`src/rtl/pipe_scoreboard.sv`:
```
// In-flight destination tracker beside the ID stage: detects RAW hazards against issued writes,
// generates stall and forwarding selects, and counts stall cycles.
module pipe_scoreboard #(
  parameter int unsigned REG_ADDR_W  = 4,
  parameter int unsigned DEPTH       = 3,
  parameter int unsigned RF_WT       = 1,
  parameter int unsigned FWD_EN      = 0,
  parameter int unsigned FLUSH_SLOTS = 0,
  parameter int unsigned SEL_W       = 2
) (
  input  logic                  clk,
  input  logic                  rst,
  input  logic                  id_valid_i,
  input  logic [REG_ADDR_W-1:0] id_src1_i,
  input  logic                  id_has_src1_i,
  input  logic [REG_ADDR_W-1:0] id_src2_i,
  input  logic                  id_two_src_i,
  input  logic                  id_wb_en_i,
  input  logic [REG_ADDR_W-1:0] id_dest_i,
  input  logic                  id_mem_r_en_i,
  input  logic                  flush_i,
  input  logic                  freeze_i,
  output logic                  hazard_o,
  output logic [SEL_W-1:0]      fwd_sel1_o,
  output logic [SEL_W-1:0]      fwd_sel2_o,
  output logic [SEL_W-1:0]      inflight_o,
  output logic [31:0]           stall_cnt_o
);

  // With a write-through regfile the oldest slot is already visible to ID.
  localparam int unsigned CmpSlots = DEPTH - RF_WT;

  logic [DEPTH-1:0]      v_q, v_d;
  logic [DEPTH-1:0]      ld_q, ld_d;
  logic [REG_ADDR_W-1:0] dest_q [DEPTH];
  logic [REG_ADDR_W-1:0] dest_d [DEPTH];
  logic [31:0]           stall_q, stall_d;

  logic             hit1, hit2;
  logic [SEL_W-1:0] idx1, idx2;
  logic             hazard;
  logic [SEL_W-1:0] sel1, sel2;
  logic [SEL_W-1:0] inflight;

  // Youngest match wins: scan from slot0 upward and keep the first hit.
  always_comb begin
    hit1 = 1'b0;
    hit2 = 1'b0;
    idx1 = '0;
    idx2 = '0;
    for (int unsigned k = 0; k < DEPTH; k++) begin
      if (k < CmpSlots && v_q[k] && id_valid_i) begin
        if (!hit1 && id_has_src1_i && dest_q[k] == id_src1_i) begin
          hit1 = 1'b1;
          idx1 = SEL_W'(k);
        end
        if (!hit2 && id_two_src_i && dest_q[k] == id_src2_i) begin
          hit2 = 1'b1;
          idx2 = SEL_W'(k);
        end
      end
    end
  end

  always_comb begin
    hazard = 1'b0;
    sel1   = '0;
    sel2   = '0;
    if (FWD_EN == 0) begin
      hazard = hit1 | hit2;
    end else begin
      // Only a load still in EXE cannot be forwarded.
      hazard = ld_q[0] && ((hit1 && idx1 == '0) || (hit2 && idx2 == '0));
      if (!hazard) begin
        if (hit1) sel1 = idx1 + SEL_W'(1);
        if (hit2) sel2 = idx2 + SEL_W'(1);
      end
    end
  end

  always_comb begin
    v_d    = v_q;
    ld_d   = ld_q;
    dest_d = dest_q;
    if (!freeze_i) begin
      for (int unsigned k = 1; k < DEPTH; k++) begin
        v_d[k]    = v_q[k-1];
        ld_d[k]   = ld_q[k-1];
        dest_d[k] = dest_q[k-1];
      end
      v_d[0]    = id_valid_i & id_wb_en_i & ~hazard & ~flush_i;
      ld_d[0]   = id_mem_r_en_i & v_d[0];
      dest_d[0] = id_dest_i;
      if (flush_i) begin
        for (int unsigned k = 1; k < DEPTH; k++) begin
          if (k <= FLUSH_SLOTS) v_d[k] = 1'b0;
        end
      end
    end
  end

  always_comb begin
    stall_d = stall_q;
    if (hazard && stall_q != 32'hFFFF_FFFF) stall_d = stall_q + 32'd1;
  end

  always_comb begin
    inflight = '0;
    for (int unsigned k = 0; k < DEPTH; k++) begin
      inflight = inflight + SEL_W'(v_q[k]);
    end
  end

  always_ff @(posedge clk or negedge rst) begin
    if (!rst) begin
      v_q     <= '0;
      ld_q    <= '0;
      stall_q <= '0;
      for (int unsigned k = 0; k < DEPTH; k++) dest_q[k] <= '0;
    end else begin
      v_q     <= v_d;
      ld_q    <= ld_d;
      stall_q <= stall_d;
      for (int unsigned k = 0; k < DEPTH; k++) dest_q[k] <= dest_d[k];
    end
  end

  assign hazard_o    = hazard;
  assign fwd_sel1_o  = sel1;
  assign fwd_sel2_o  = sel2;
  assign inflight_o  = inflight;
  assign stall_cnt_o = stall_q;

endmodule

```
`config.mk`:
```
export PLATFORM = sky130hd
export DESIGN_NAME = pipe_scoreboard
export DESIGN_NICKNAME = d
export VERILOG_FILES = /design/src/rtl/pipe_scoreboard.sv
export SDC_FILE = /design/constraint.sdc
export NUM_CORES = 1
export LEC_CHECK = 0
export ABC_AREA = 1
export BUFFER_PORTS_ARGS = -buffer_cell sky130_fd_sc_hd__buf_2
export CAP_MARGIN = 20
export CORE_MARGIN = 5
export CORE_UTILIZATION = 40
export CTS_BUF_LIST = sky130_fd_sc_hd__clkbuf_8 sky130_fd_sc_hd__clkbuf_16
export CTS_CLUSTER_DIAMETER = 150
export DETAILED_ROUTE_END_ITERATION = 10
export PLACE_DENSITY = 0.61
export SETUP_SLACK_MARGIN = 0.05
export SYNTH_ARGS = -nofsm -noshare
export SYNTH_HDL_FRONTEND = slang
export SYNTH_SLANG_ARGS = --single-unit
```
`constraint.sdc`:
```
create_clock -name clk -period 2.2 [get_ports clk]
set_input_delay 0.22 -clock clk [delete_from_list [all_inputs] [get_ports clk]]
set_output_delay 0.22 -clock clk [all_outputs]
set_load 0.02 [all_outputs]
```
## Word-level counts from Yosys, hierarchy flattened

Index checks and enable logic that the tools add are counted.

- Logic and storage cells: 37
- Register bits after elaboration: 43
- Output and inout port bits: 39
- Bits in read-only memories: 0
- RAM bits: 0
- Memories kept: 0
- Bits of input ports: 21
- Bits in latches: 0

- Mux-type cells: 8
- Reduce and logical (&&, ||, !) cells: 11
- Shift-type cells: 0
- Add/subtract/negate cells: 3
- Bitwise operators: 6
- Equality and inequality tests: 5
- $mul: 0
- Divide/modulo/power cells: 0
- Magnitude comparators: 0

Operator list:

| kind | number |
|---|---|
| 32-bit by 1-bit adder with 32-bit output, second input constant | 1 |
| 32-bit != test, second input constant | 1 |
| 4-bit equality test | 4 |
| 1-bit logical AND | 9 |
| 1-bit 2-to-1 mux | 8 |
| 1-bit bitwise AND | 3 |
| 1-bit by 1-bit adder with 2-bit output | 1 |
| 2-bit by 1-bit adder with 2-bit output | 1 |
| 1-bit zero test | 2 |
| 1-bit NOT | 2 |
| 1-bit bitwise OR | 1 |

## Depth between registers and ports, before layout

- Word-level depth: 13
- Mapped depth: 12
- Mapped depth without buffers: 11

## Worst setup path after synthesis

Ideal clock, no wire load.

- Path type: register to register
- Start: register stall_q[0] (netlist: stall_cnt_o[0])
- End: register stall_q[19] (netlist: stall_cnt_o[19])
- Data arrival time: 1.767 ns
- Data required time: 2.082 ns
- Buffers on the path: 1
- Path slack: 0.315 ns
- Cell stages (with the launch flop): 10
- Clock period less this slack: 1.885 ns
- Library setup time: 0.118 ns
- Path through: dfrtp_1 -> ha_1 -> nand3_2 -> nor2_4 -> nand3_2 -> nor2_2 -> nand4_4 -> buf_2 -> nand3_1 -> nand2_1

- Word-level cells in the longest chain between the ends: 2
- Elaborated cells between the ends (all ways): 3
- Those cells by class: add/sub (1); eq/ne (1); reduce/logical (1)

Ends and longest elaborated chain:

| element | line | source |
|---|---|---|
| start: declaration | 37 | `logic [31:0] stall_q, stall_d;` |
| start signal: assignment | 123 | `stall_q <= stall_d;` |
| parallel branches: the longest is 2 deep, another holds 32-bit by 1-bit adder with 32-bit output | n/a |  |

Parallel ways; which one is timed is not known.
A chain may end at the register's enable or synchronous reset.

## Worst setup path after layout

- Start: register stall_q[1] (netlist: stall_cnt_o[1])
- End: register stall_q[5] (netlist: stall_cnt_o[5])

The elaborated chain is that of the path after synthesis.

==> flow_metrics.env <==
export IMPL_yosysSeqAreaShare=0.364
export IMPL_vias=2924
export IMPL_cts_root_buf="clkbuf_8"
export IMPL_viasPerCell=4.75
export IMPL_overflow=0
export IMPL_period_needed_ps=1980
export IMPL_worst_slack_ps=222
export IMPL_grt_max_degree=33
export IMPL_grt_pass1_wl_mm=13.0
export IMPL_syn_area_mm2=0.00296
export IMPL_io_pins=60
export IMPL_start_kind="flip-flop"
export IMPL_arrival_ps=2180
export IMPL_period_share=0.899
export IMPL_mostFrequentLayoutCells="nand2_1 (212), nor2_1 (60), buf_2 (54)"
export IMPL_power_leakage_nw=1.83
export IMPL_clock_fmax_ghz=0.505
export IMPL_clockBufferDepth=2
export IMPL_cts_setup_buffers=0
export IMPL_place_gp_congestion=0.894
export IMPL_power_w=0.00176
export IMPL_worst_ep_required_time_ps=2400
export IMPL_ys_top_cells_by_area="dfrtp_1 (36%), nand2_1 (27%), nand3_1 (7.6%)"
export IMPL_n_antenna_cell=0
export IMPL_drv_cap=0
export IMPL_drtAntennaViolNets=0
export IMPL_antenna_found_initial=0
export IMPL_min_path_type="in2reg"
export IMPL_rr_startpoint="stall_cnt_o[1]"
export IMPL_clock_skew_ps=7.14
export IMPL_status="finished, final reports clean"
export IMPL_drt_total_wl_mm=7.59
export IMPL_synth_top_area_frac=0.364
export IMPL_die_area_mm2=0.00922
export IMPL_timing_critical_path_from="stall_cnt_o[1]"
export IMPL_grt_pass1_vias=2721
export IMPL_rsz0062_at_grt="false"
export IMPL_final_net_count=538
export IMPL_std_cell_rows=31
export IMPL_synth_largest_area_cell="dfrtp_1"
export IMPL_final_common_cell="nand2_1"
export IMPL_critical_path_class="reg2reg"
export IMPL_cts_buffers=5
export IMPL_drive_above_1_share=0.157
export IMPL_rr_worst_depth=9
export IMPL_core_mm2=0.00721
export IMPL_clock_sinks=43
export IMPL_numPortBuffers=54
export IMPL_first_pass_iters=4
export IMPL_slew_viol_final=0
export IMPL_die_w_um=96.0
export IMPL_gr_usage_all_layers=0.178
export IMPL_syn_avg_cell_area_um2=6.46
export IMPL_ys_types=28
export IMPL_area_delta_synth_final_pct=16.9
export IMPL_setup_violations_final=0
export IMPL_p_per_area_mw_per_mm2=509
export IMPL_drc=0
export IMPL_die_y_um=96.0
export IMPL_start_util=0.410
export IMPL_clk_latency_ps=300
export IMPL_cts_clk_slew_worst_paths_ps=90
export IMPL_dp_hpwl_mm=5.88
export IMPL_drt_iter0_drc=127
export IMPL_fin_util=0.479
export IMPL_holdPathStages=3
export IMPL_yosys_warnings=0
export IMPL_min_delay_start="id_dest_i[1]"
export IMPL_wire_per_inst_um=12.3
export IMPL_cp_end_kind="flip-flop"
export IMPL_hold_viol=0
export IMPL_ys_ff_latch=43
export IMPL_cp_max_fo=27
export IMPL_syn_instance_count=458
export IMPL_htreeDepth=2
export IMPL_irDropWorstVdd_uv=207
export IMPL_tns_ps=0
export IMPL_cts_tree="done"
export IMPL_pre_cts_slack_ps=196
[cell families after synthesis]
logic type,synth area share
and+or+nand+nor,0.479
xor gates and xnor gates,0.0562
AOI/OAI and AO/OA,0.0173
DFF,0.364
adders and majority gates,0.0110
other,0.00127
buffers and inverters,0.0715
[area by class of cell]
class                           count  area (um2)
Tap cell                           99         124
Clock inverter                      2        35.0
Multi-Input combinational cell    373        1700
Clock buffer                        6        82.6
Sequential cell                    43        1080
Timing Repair Buffer               61         325
Inverter                           31         116
Fill cell                         787        3760
[power by group]
part	switching [W]	total (W)	internal, W	leakage, nW
Clock	0.000285	0.000653	0.000368	0.0612
Combinational	0.000158	0.000250	0.0000915	1.19
Sequential	0.0000343	0.000859	0.000825	0.584
Total	0.000478	0.00176	0.00128	1.83
[stage by stage]
step	hold slack [ps]	cell area, um2	instances
CTS	122	3440	615
global route	148	3460	615
finish	127	3460	615
floorplan	-75.6	2970	461
global placement	218	3310	606
detailed placement	224	3310	606
[timing repair]
item                       CTS  global route
hold buffers                 1             0
hold endpoints to repair    43             0
gates resized for setup      0             3
setup endpoints to repair    0            21
[cells in the mapped netlist]
cell and count:
buf_1 2, buf_2 4, buf_4 4, buf_6 3, clkbuf_1 1, clkinv_1 1, conb_1 1, dfrtp_1 43
fa_1 1, ha_1 1, inv_1 26, inv_2 4, nand2_1 212, nand2_2 1, nand2_4 1, nand3_1 45
nand3_2 2, nand3b_1 9, nand4_1 1, nand4_4 1, nor2_1 60, nor2_2 2, nor2_4 1, nor3_1 3
o21ai_0 9, o22ai_1 1, xnor2_1 8, xor2_1 11
[worst max-delay path, cell delays in order (launching register included)]
cell and delay (ps):
dfrtp_1 390, ha_2 270, nand3_2 180, nor2_4 140, nand3_2 70, nor2_2 140
nand4_4 180, buf_4 310, nand3_1 130, nand2_1 60
[routing by layer]
metal  global-route usage  vias to the layer above  wire, um
li1                     -                     1529         -
met1                0.248                     1324      3630
met2                0.284                       58      3490
met3               0.0297                       13       331
met4               0.0521                        0       140
met5                    0                        -         0
[worst paths after layout]
path                                  end  slack [ps]
min reg2reg                        v_q[2]         510
max reg2reg                stall_cnt_o[5]         220
min                             dest_q[9]         130
min in group asynchronous  stall_cnt_o[8]         420
max in group asynchronous       dest_q[4]        1540
max                        stall_cnt_o[5]         220
[state kept, by name, summed over array words and instances, names as in the netlist]
| name | flops |
|---|---|
| dest_q | 8 |
| stall_cnt_o | 32 |
| v_q | 3 |
Power figures use the tool's default switching activity.
